File: config.mk
export PLATFORM = sky130hd
export DESIGN_NAME = csa_stream_accumulator_flat
export DESIGN_NICKNAME = d
export VERILOG_FILES = /design/src/rtl/csa_stream_accumulator_pkg.sv /design/src/rtl/csa_stream_accumulator_if.sv /design/src/rtl/csa_stream_accumulator_row.sv /design/src/rtl/csa_stream_accumulator.sv /design/src/flat_wrapper.sv
export SDC_FILE = /design/constraint.sdc
export NUM_CORES = 1
export LEC_CHECK = 0
export CORE_ASPECT_RATIO = 0.6
export CORE_UTILIZATION = 27
export DETAILED_ROUTE_END_ITERATION = 12
export SLEW_MARGIN = 20
export SYNTH_ARGS = -nofsm -noshare
export SYNTH_HDL_FRONTEND = slang
export SYNTH_HIERARCHICAL = 1
export SYNTH_SLANG_ARGS = --single-unit
File: constraint.sdc
create_clock -name clk -period 2.2 [get_ports clk]
set_clock_uncertainty 0.15 [all_clocks]
set_input_delay 0.33 -clock clk [delete_from_list [all_inputs] [get_ports clk]]
set_output_delay 0.33 -clock clk [all_outputs]
set_load 0.02 [all_outputs]
File: src/rtl/csa_stream_accumulator_pkg.sv
// Shared types and sizing helpers for the carry-save stream accumulator.
// Operand/result widths and the controller state encoding live here.
package csa_pkg;

  localparam int DEF_WIDTH   = 4;
  localparam int DEF_MAX_OPS = 8;

  // Plain 2-bit encoding keeps the state register compatible with older flows
  typedef logic [1:0] state_t;

  localparam state_t ACCUM   = 2'd0;
  localparam state_t RESOLVE = 2'd1;
  localparam state_t DONE    = 2'd2;

  function automatic int calc_out_w(input int width, input int max_ops);
    return width + $clog2(max_ops);
  endfunction

  function automatic int calc_cnt_w(input int max_ops);
    return $clog2(max_ops) + 1;
  endfunction

endpackage

File: src/rtl/csa_stream_accumulator_if.sv
// Operand input stream and result output stream of the accumulator,
// bundled so the producer/consumer side and the block side share one port.
interface csa_stream_accumulator_if
  import csa_pkg::*;
#(
  parameter int WIDTH   = DEF_WIDTH,
  parameter int MAX_OPS = DEF_MAX_OPS
);

  localparam int CNT_W = calc_cnt_w(MAX_OPS);
  localparam int OUT_W = calc_out_w(WIDTH, MAX_OPS);

  logic             in_valid;
  logic             in_ready;
  logic [WIDTH-1:0] in_data;
  logic             in_last;

  logic             out_valid;
  logic             out_ready;
  logic [OUT_W-1:0] out_data;
  logic [CNT_W-1:0] out_count;
  logic             out_forced;

  modport master (
    output in_valid, in_data, in_last, out_ready,
    input  in_ready, out_valid, out_data, out_count, out_forced
  );

  modport slave (
    input  in_valid, in_data, in_last, out_ready,
    output in_ready, out_valid, out_data, out_count, out_forced
  );

endinterface

File: src/rtl/csa_stream_accumulator_row.sv
// One row of full adders used as a 3:2 compressor; the carry output is
// returned unshifted so the caller decides how to weight it.
module csa_row
  import csa_pkg::*;
#(
  parameter int W = calc_out_w(DEF_WIDTH, DEF_MAX_OPS)
) (
  input  logic [W-1:0] a,
  input  logic [W-1:0] b,
  input  logic [W-1:0] c,
  output logic [W-1:0] s,
  output logic [W-1:0] c_out
);

  assign s     = a ^ b ^ c;
  assign c_out = (a & b) | (a & c) | (b & c);

endmodule

File: src/rtl/csa_stream_accumulator.sv
// Multi-operand adder: running total kept as sum+carry vectors, converted to
// binary by a bit-serial adder once the packet ends, then offered downstream.
module csa_stream_accumulator
  import csa_pkg::*;
#(
  parameter int WIDTH   = DEF_WIDTH,
  parameter int MAX_OPS = DEF_MAX_OPS
) (
  input logic clk,
  input logic rst,
  csa_stream_accumulator_if.slave bus
);

  localparam int CNT_W = calc_cnt_w(MAX_OPS);
  localparam int OUT_W = calc_out_w(WIDTH, MAX_OPS);
  localparam int IDX_W = $clog2(OUT_W);

  localparam logic [IDX_W-1:0] LAST_IDX = IDX_W'(OUT_W - 1);
  localparam logic [CNT_W-1:0] LAST_CNT = CNT_W'(MAX_OPS - 1);

  state_t           state_r;
  logic [OUT_W-1:0] sum_r;
  logic [OUT_W-1:0] carry_r;
  logic [OUT_W-1:0] res_r;
  logic [CNT_W-1:0] count_r;
  logic [IDX_W-1:0] bit_idx;
  logic             cy_r;
  logic             forced_r;

  logic             out_valid_r;
  logic [OUT_W-1:0] out_data_r;
  logic [CNT_W-1:0] out_count_r;
  logic             out_forced_r;

  logic [OUT_W-1:0] data_ext;
  logic [OUT_W-1:0] row_s;
  logic [OUT_W-1:0] row_c;
  logic             unused_row_c_msb;
  logic             accept;
  logic             final_beat;
  logic             res_bit;
  logic             res_cy;

  assign data_ext   = {{(OUT_W - WIDTH){1'b0}}, bus.in_data};
  assign accept     = bus.in_valid && (state_r == ACCUM);
  assign final_beat = bus.in_last || (count_r == LAST_CNT);

  // The carry vector's top bit would be shifted out; the bound on MAX_OPS keeps it zero
  assign unused_row_c_msb = row_c[OUT_W-1];

  assign res_bit = sum_r[0] ^ carry_r[0] ^ cy_r;
  assign res_cy  = (sum_r[0] & carry_r[0]) | (cy_r & (sum_r[0] ^ carry_r[0]));

  csa_row #(.W(OUT_W)) u_row (
    .a     (sum_r),
    .b     (carry_r),
    .c     (data_ext),
    .s     (row_s),
    .c_out (row_c)
  );

  assign bus.in_ready   = (state_r == ACCUM);
  assign bus.out_valid  = out_valid_r;
  assign bus.out_data   = out_data_r;
  assign bus.out_count  = out_count_r;
  assign bus.out_forced = out_forced_r;

  always_ff @(posedge clk) begin
    if (rst) begin
      state_r      <= ACCUM;
      sum_r        <= '0;
      carry_r      <= '0;
      res_r        <= '0;
      count_r      <= '0;
      bit_idx      <= '0;
      cy_r         <= 1'b0;
      forced_r     <= 1'b0;
      out_valid_r  <= 1'b0;
      out_data_r   <= '0;
      out_count_r  <= '0;
      out_forced_r <= 1'b0;
    end else begin
      case (state_r)
        ACCUM: begin
          if (accept) begin
            sum_r   <= row_s;
            carry_r <= {row_c[OUT_W-2:0], 1'b0};
            count_r <= count_r + 1'b1;
            if (final_beat) begin
              state_r  <= RESOLVE;
              forced_r <= !bus.in_last;
              cy_r     <= 1'b0;
              bit_idx  <= '0;
            end
          end
        end

        // Both vectors shift right so the adder always works on bit 0
        RESOLVE: begin
          res_r   <= {res_bit, res_r[OUT_W-1:1]};
          cy_r    <= res_cy;
          sum_r   <= {1'b0, sum_r[OUT_W-1:1]};
          carry_r <= {1'b0, carry_r[OUT_W-1:1]};
          bit_idx <= bit_idx + 1'b1;
          if (bit_idx == LAST_IDX) begin
            state_r <= DONE;
          end
        end

        // First DONE cycle registers the result; valid then holds until taken
        DONE: begin
          if (!out_valid_r) begin
            out_valid_r  <= 1'b1;
            out_data_r   <= res_r;
            out_count_r  <= count_r;
            out_forced_r <= forced_r;
          end else if (bus.out_ready) begin
            out_valid_r <= 1'b0;
            state_r     <= ACCUM;
            sum_r       <= '0;
            carry_r     <= '0;
            count_r     <= '0;
            forced_r    <= 1'b0;
          end
        end

        default: begin
          state_r <= ACCUM;
        end
      endcase
    end
  end

endmodule

File: src/flat_wrapper.sv
// flat-port wrapper written by rule: the top's interface ports become plain ports
module csa_stream_accumulator_flat import csa_pkg::*;
#(
  parameter int WIDTH   = DEF_WIDTH,
  parameter int MAX_OPS = DEF_MAX_OPS
)
  (clk, rst, bus_in_valid, bus_in_data, bus_in_last, bus_out_ready, bus_in_ready, bus_out_valid, bus_out_data, bus_out_count, bus_out_forced);
  csa_stream_accumulator_if #(.WIDTH(WIDTH), .MAX_OPS(MAX_OPS)) bus_i ();
  input logic clk;
  input logic rst;
  input wire logic [$bits(bus_i.in_valid)-1:0] bus_in_valid;
  input wire logic [$bits(bus_i.in_data)-1:0] bus_in_data;
  input wire logic [$bits(bus_i.in_last)-1:0] bus_in_last;
  input wire logic [$bits(bus_i.out_ready)-1:0] bus_out_ready;
  output wire logic [$bits(bus_i.in_ready)-1:0] bus_in_ready;
  output wire logic [$bits(bus_i.out_valid)-1:0] bus_out_valid;
  output wire logic [$bits(bus_i.out_data)-1:0] bus_out_data;
  output wire logic [$bits(bus_i.out_count)-1:0] bus_out_count;
  output wire logic [$bits(bus_i.out_forced)-1:0] bus_out_forced;
  assign bus_i.in_valid = bus_in_valid;
  assign bus_i.in_data = bus_in_data;
  assign bus_i.in_last = bus_in_last;
  assign bus_i.out_ready = bus_out_ready;
  assign bus_in_ready = bus_i.in_ready;
  assign bus_out_valid = bus_i.out_valid;
  assign bus_out_data = bus_i.out_data;
  assign bus_out_count = bus_i.out_count;
  assign bus_out_forced = bus_i.out_forced;
  csa_stream_accumulator #(.WIDTH(WIDTH), .MAX_OPS(MAX_OPS)) u_core (.clk(clk), .rst(rst), .bus(bus_i));
endmodule
Word level (Yosys, flattened, before mapping)
Cells that the tools add are included.
{ "word_totals": {"regBits": 45, "out_inout_bits": 14, "elab_cells": 78} }
{ "op_classes": {"addsub": 2, "eq_ne": 9, "n_mux": 29, "bitwise_logic": 13, "reduce_logical": 13} }
{ "ops": {"columns": ["operator", "n"], "rows": [
  ["$pmux 7 s3", 2],
  ["$mux 7", 4],
  ["$and 6x4->6", 2],
  ["$mux 4", 3],
  ["$or 6x6->6", 2],
  ["$mux 2", 5],
  ["$reduce_and 5->1", 2],
  ["$mux 1", 8],
  ["$ne 2x1->1 const B", 4],
  ["$pmux 4 s2", 1],
  ["$reduce_and 4->1", 2],
  ["$xor 7x4->7", 1],
  ["$xor 7x7->7", 1],
  ["$and 6x6->6", 1],
  ["$mux 3", 2],
  ["$pmux 2 s3", 1],
  ["$pmux 3 s2", 1],
  ["$add 4x1->4 const B", 1],
  ["$eq 4x3->1 const B", 1],
  ["$pmux 1 s2", 2],
  ["$reduce_bool 2->1", 2],
  ["$add 3x1->3 const B", 1],
  ["$eq 3x3->1 const B", 1],
  ["$reduce_and 3->1", 1],
  ["13 further kinds", 15]
]} }

Logic depth before layout (Yosys ltp)
{ "depth": {"word_depth": 5, "depth_mapped": 9} }

By module
Netlist, hierarchy kept.
{ "modules_own_cells": {"columns": ["mod", "n_inst", "cells_each", "area_each_um2", "seq_area_each_um2"], "rows": [
  ["csa_stream_accumulator", 1, 232, 2028.2, 900.9],
  ["csa_row", 1, 7, 140.1, 0.0]
]} }

Worst setup path after synthesis
Ideal clock, no wire load.
{ "synth_timing": {"path_kind": "reg2reg", "start": "reg u_core.state_r[0]", "end": "reg u_core.carry_r[5]", "arrival_time_ns": 1.922, "required_time_ns": 1.918, "slack_ns": -0.004, "stages_incl_launch_ff": 10, "n_path_buf": 3, "path_cell_list": "dfxtp_1 > inv_1 > ha_1 > nor2b_4 > buf_6 > or3_1 > buf_2 > buf_6 > a311oi_1 > nor3_1"} }
{ "synth_between": {"elab_chain_cells": 4} }
{ "synth_rtl": {"columns": ["element", "line", "rtl"], "rows": [
  ["start, declared", "csa_stream_accumulator.sv:21", "state_t state_r;"],
  ["start signal, assigned", "csa_stream_accumulator.sv:70", "state_r <= ACCUM;"],
  ["start signal, assigned", "csa_stream_accumulator.sv:90", "state_r <= RESOLVE;"],
  ["start signal, assigned", "csa_stream_accumulator.sv:106", "state_r <= DONE;"],
  ["$logic_not 2->1 *", null, null],
  ["via bus_in_ready", "flat_wrapper.sv:15", "output wire logic [$bits(bus_i.in_ready)-1:0] bus_in_ready;"],
  ["$logic_and 1x1->1", "csa_stream_accumulator.sv:45", "assign accept = bus.in_valid && (state_r == ACCUM);"],
  ["$ne 2x1->1 (no line)", null, null],
  ["$reduce_and 4->1 (no line)", null, null],
  ["end signal, assigned", "csa_stream_accumulator.sv:87", "carry_r <= {row_c[OUT_W-2:0], 1'b0};"],
  ["end signal, assigned", "csa_stream_accumulator.sv:103", "carry_r <= {1'b0, carry_r[OUT_W-1:1]};"],
  ["end, declared", "csa_stream_accumulator.sv:23", "logic [OUT_W-1:0] carry_r;"]
]} }
The timed path passes the listed nets; every way through them passes the cells marked *.
A chain may end at the register's enable or synchronous reset.

Worst setup path after layout
{ "layout_timing": {"start": "reg u_core.state_r[1]", "end": "reg u_core.forced_r"} }
{ "layout_between": {"elab_chain_cells": 4} }
{ "layout_rtl": {"columns": ["element", "line", "rtl"], "rows": [
  ["$logic_not 2->1", "csa_stream_accumulator.sv:45, csa_stream_accumulator.sv:83", null],
  ["$logic_and 1x1->1", "csa_stream_accumulator.sv:45", null],
  ["$ne 2x1->1 (no line)", null, null],
  ["$reduce_and 5->1 (no line)", null, null],
  ["end signal, assigned", "csa_stream_accumulator.sv:91", "forced_r <= !bus.in_last;"],
  ["end, declared", "csa_stream_accumulator.sv:28", "logic forced_r;"]
]} }
Several ways; a longest one is shown, not always the timed one.

==> impl_metrics.toml <==
[die]
core_mm2 = 0.00751
initial_core_util = 0.289
die_area_mm2 = 0.00840
die_y_um = 71.4
row_count = 24
die_w_um = 118
io_pins = 23

[critical_path]
rr_startpoint = "u_core/state_r[1]$_SDFFE_PP0P_"
r2r_end = "u_core/forced_r$_SDFFE_PP0P_"
crit_chain = "inv_1 -> ha_2 -> nor2b_4 -> or3_4 -> or4_1 -> a21oi_1"
cp.arrival_ns = 2.07
cp.required_ns = 2.28
r2r_cells = 6
cp_slowest_cell = "or3_4"
cp-start-kind = "flop"
critPathMaxStageDelay_ns = 0.41
reg2reg_slack_ns = 0.20
worst_setup_path_end_kind = "flop"
critical_path_class = "reg2reg"
crit_path_max_fanout = 8

[placement]
dp.cells = 363
placed_area_mm2 = 0.00255
portBuffers = 22
place.gp.congestion = 0.810
hpwl_um = 3120
pre_cts_ws_ns = 0.0634

[clock_tree]
cts_root_buf = "clkbuf_16"
cts_tree = "done"
clk_latency_ns = 0.29
cts.sinks = 45
post_cts_buffers = 0
cts.clk_slew.worst_paths_ns = 0.07
cts-htree-levels = 2
cts_buffer_depth = 2
cts_hold_buf = 0
cts_made_buffers = 5

[synth]
syn_inst = 239
ys_types = 38
yosysSeqAreaShare = 0.415
synth-warning-count = 6
async_flop_share = 0
synth_edf_count = 0
ys_ff_latch = 45
postSynthAreaPerCell_um2 = 9.07
syn_area_mm2 = 0.00217
synth_flop_cell = "dfxtp_1"

[global_routing]
antenna_found_initial = 0
grt_overflow = 0
grt_max_degree = 47
grt_pass1_vias = 1578
grtUsageTotal = 0.120
grt_pass1_wl_um = 7950

[drt]
antenna_left = 0
detail_route.wl_per_cell_um = 12.3
route.detailed.drc = 0
dr.pass1.iters = 4
vias_per_cell = 4.58
drtIter0Drc = 87
wl_um = 4560
vias = 1701

[sta]
timing.final.ws_setup_ns = 0.204
max_freq_mhz = 501
worst_pin_slew_ns = 0.854
rsz0062_at_grt = "false"
period_share = 0.907
finalHoldWorstSlack_ns = 0.304
slew_headroom = 0.429
fin_setup_tns_ns = 0
drv_slew = 0
hold_violations = 0
finalSetupViolations = 0
period_needed_ns = 2.00

[pwr]
powerDensity_mw_per_mm2 = 1140
p_leak_nw = 0.991
total_power_mw = 3.11
ir_worst_vdd_mv = 0.428

[run]
cap_viol_max_count = 0

[finish]
antenna_cells = 0
fin_util = 0.362
nNetsFinal = 291
final_cell_mix = "45 x dfxtp_1, 28 x nand2_1, 25 x nor2_1"
final_layout_size_suffix_gt1_frac = 0.0861
stdcell_area_mm2 = 0.00272
area_growth_pct = 25.4
fin_cells = 371
mostFrequentLayoutCell = "dfxtp_1"

[worst_hold_path]
hold_depth = 2
hp-start = "u_core/bus.out_data[2]$_SDFFE_PP0P_"
hold_path.class = "reg2reg"
holdPathEnd = "u_core/bus.out_data[2]$_SDFFE_PP0P_"

[outcome]
outcome = "complete, no violations"
## kinds of logic after synthesis
family          after synthesis  share of synthesized area
other cells                   1                    0.00173
buf+inv                      23                     0.0479
fa+ha+maj                    16                      0.120
xor+xnor                      3                     0.0121
mux                           9                     0.0421
compound gates               44                      0.134
flops                        45                      0.415
simple gates                 98                      0.226
## synthesized netlist by cell type, drive strengths merged, types with 2 or more instances
| master | n | area (um^2) |
|---|---|---|
| nand3 | 3 | 15.0 |
| a211oi | 2 | 15.0 |
| a311oi | 12 | 105 |
| nor3 | 11 | 55.1 |
| a21boi | 2 | 15.0 |
| nor4b | 2 | 17.5 |
| nor2 | 25 | 93.8 |
| xnor2 | 2 | 17.5 |
| inv | 8 | 30.0 |
| ha | 8 | 100 |
| nand2b | 6 | 37.5 |
| o21ai | 5 | 25.0 |
| a2bb2oi | 2 | 17.5 |
| nand2 | 28 | 105 |
| nor2b | 13 | 88.8 |
| buf | 5 | 36.3 |
| or3 | 2 | 17.5 |
| nand3b | 3 | 22.5 |
| nor4 | 2 | 12.5 |
| dfxtp | 45 | 901 |
| clkbuf | 10 | 37.5 |
| a21oi | 18 | 90.1 |
| fa | 8 | 160 |
| mux2i | 8 | 80.1 |
## worst max-delay path: cells and delay by family (launching register included)
family	cells	cell delay, ns
AND/OR/NAND/NOR	3	0.97
flip-flops	1	0.38
adder cells (fa/ha/maj)	1	0.18
AO/OA/AOI/OAI	1	0.15
buffers and inverters	1	0.10
## state kept, by name (all words and copies together), names as in the netlist, 2 cells and up
name	flops
u_core/bus.out_count	4
u_core/count_r	4
u_core/res_r	7
u_core/sum_r	7
u_core/bit_idx	3
u_core/bus.out_data	7
u_core/state_r	2
u_core/carry_r	7
## final cells by class
class                      count  area (um^2)
fill                         782         4790
inverter                       8         30.0
clock inverter                 2         38.8
timing repair buffer          33          318
multi-input combinational    173         1170
clock buffer                   6          129
tap                          104          130
sequential                    45          901
## timing repair
action	in CTS	in global routing
gates resized for setup	0	1
setup endpoints to repair	0	1
endpoints found under the hold margin	0	0
## report_power, final
part / switching [mW] / leakage [nW] / internal, mW
clock: 0.325 / 0.0810 / 0.539
sequential: 0.155 / 0.366 / 0.962
combinational: 0.610 / 0.543 / 0.518
## worst max-delay path by stage
stage | slack, ns | end | start
CTS | 0.02 | bus_in_ready | u_core/state_r[1]$_SDFFE_PP0P_
detailed placement | 0.06 | u_core/sum_r[0]$_SDFFE_PP0P_ | bus_in_valid
global placement | 0.09 | u_core/forced_r$_SDFFE_PP0P_ | bus_in_valid
global route | 0.06 | u_core/bus.out_forced$_SDFFE_PP0P_ | u_core/state_r[1]$_SDFFE_PP0P_
floorplan | 0.09 | u_core/carry_r[5]$_SDFFE_PP0P_ | u_core/state_r[0]$_SDFFE_PP0P_
finish | 0.20 | u_core/forced_r$_SDFFE_PP0P_ | u_core/state_r[1]$_SDFFE_PP0P_
## per-layer routing
metal / global-route usage / vias up / share of wire
met4: 0.0598 / 0 / 0.019
met5: 0 / - / 0
li1: - / 873 / -
met2: 0.145 / 22 / 0.38
met3: 0.0366 / 7 / 0.036
met1: 0.185 / 799 / 0.57
(Power assumes the default switching activity.)
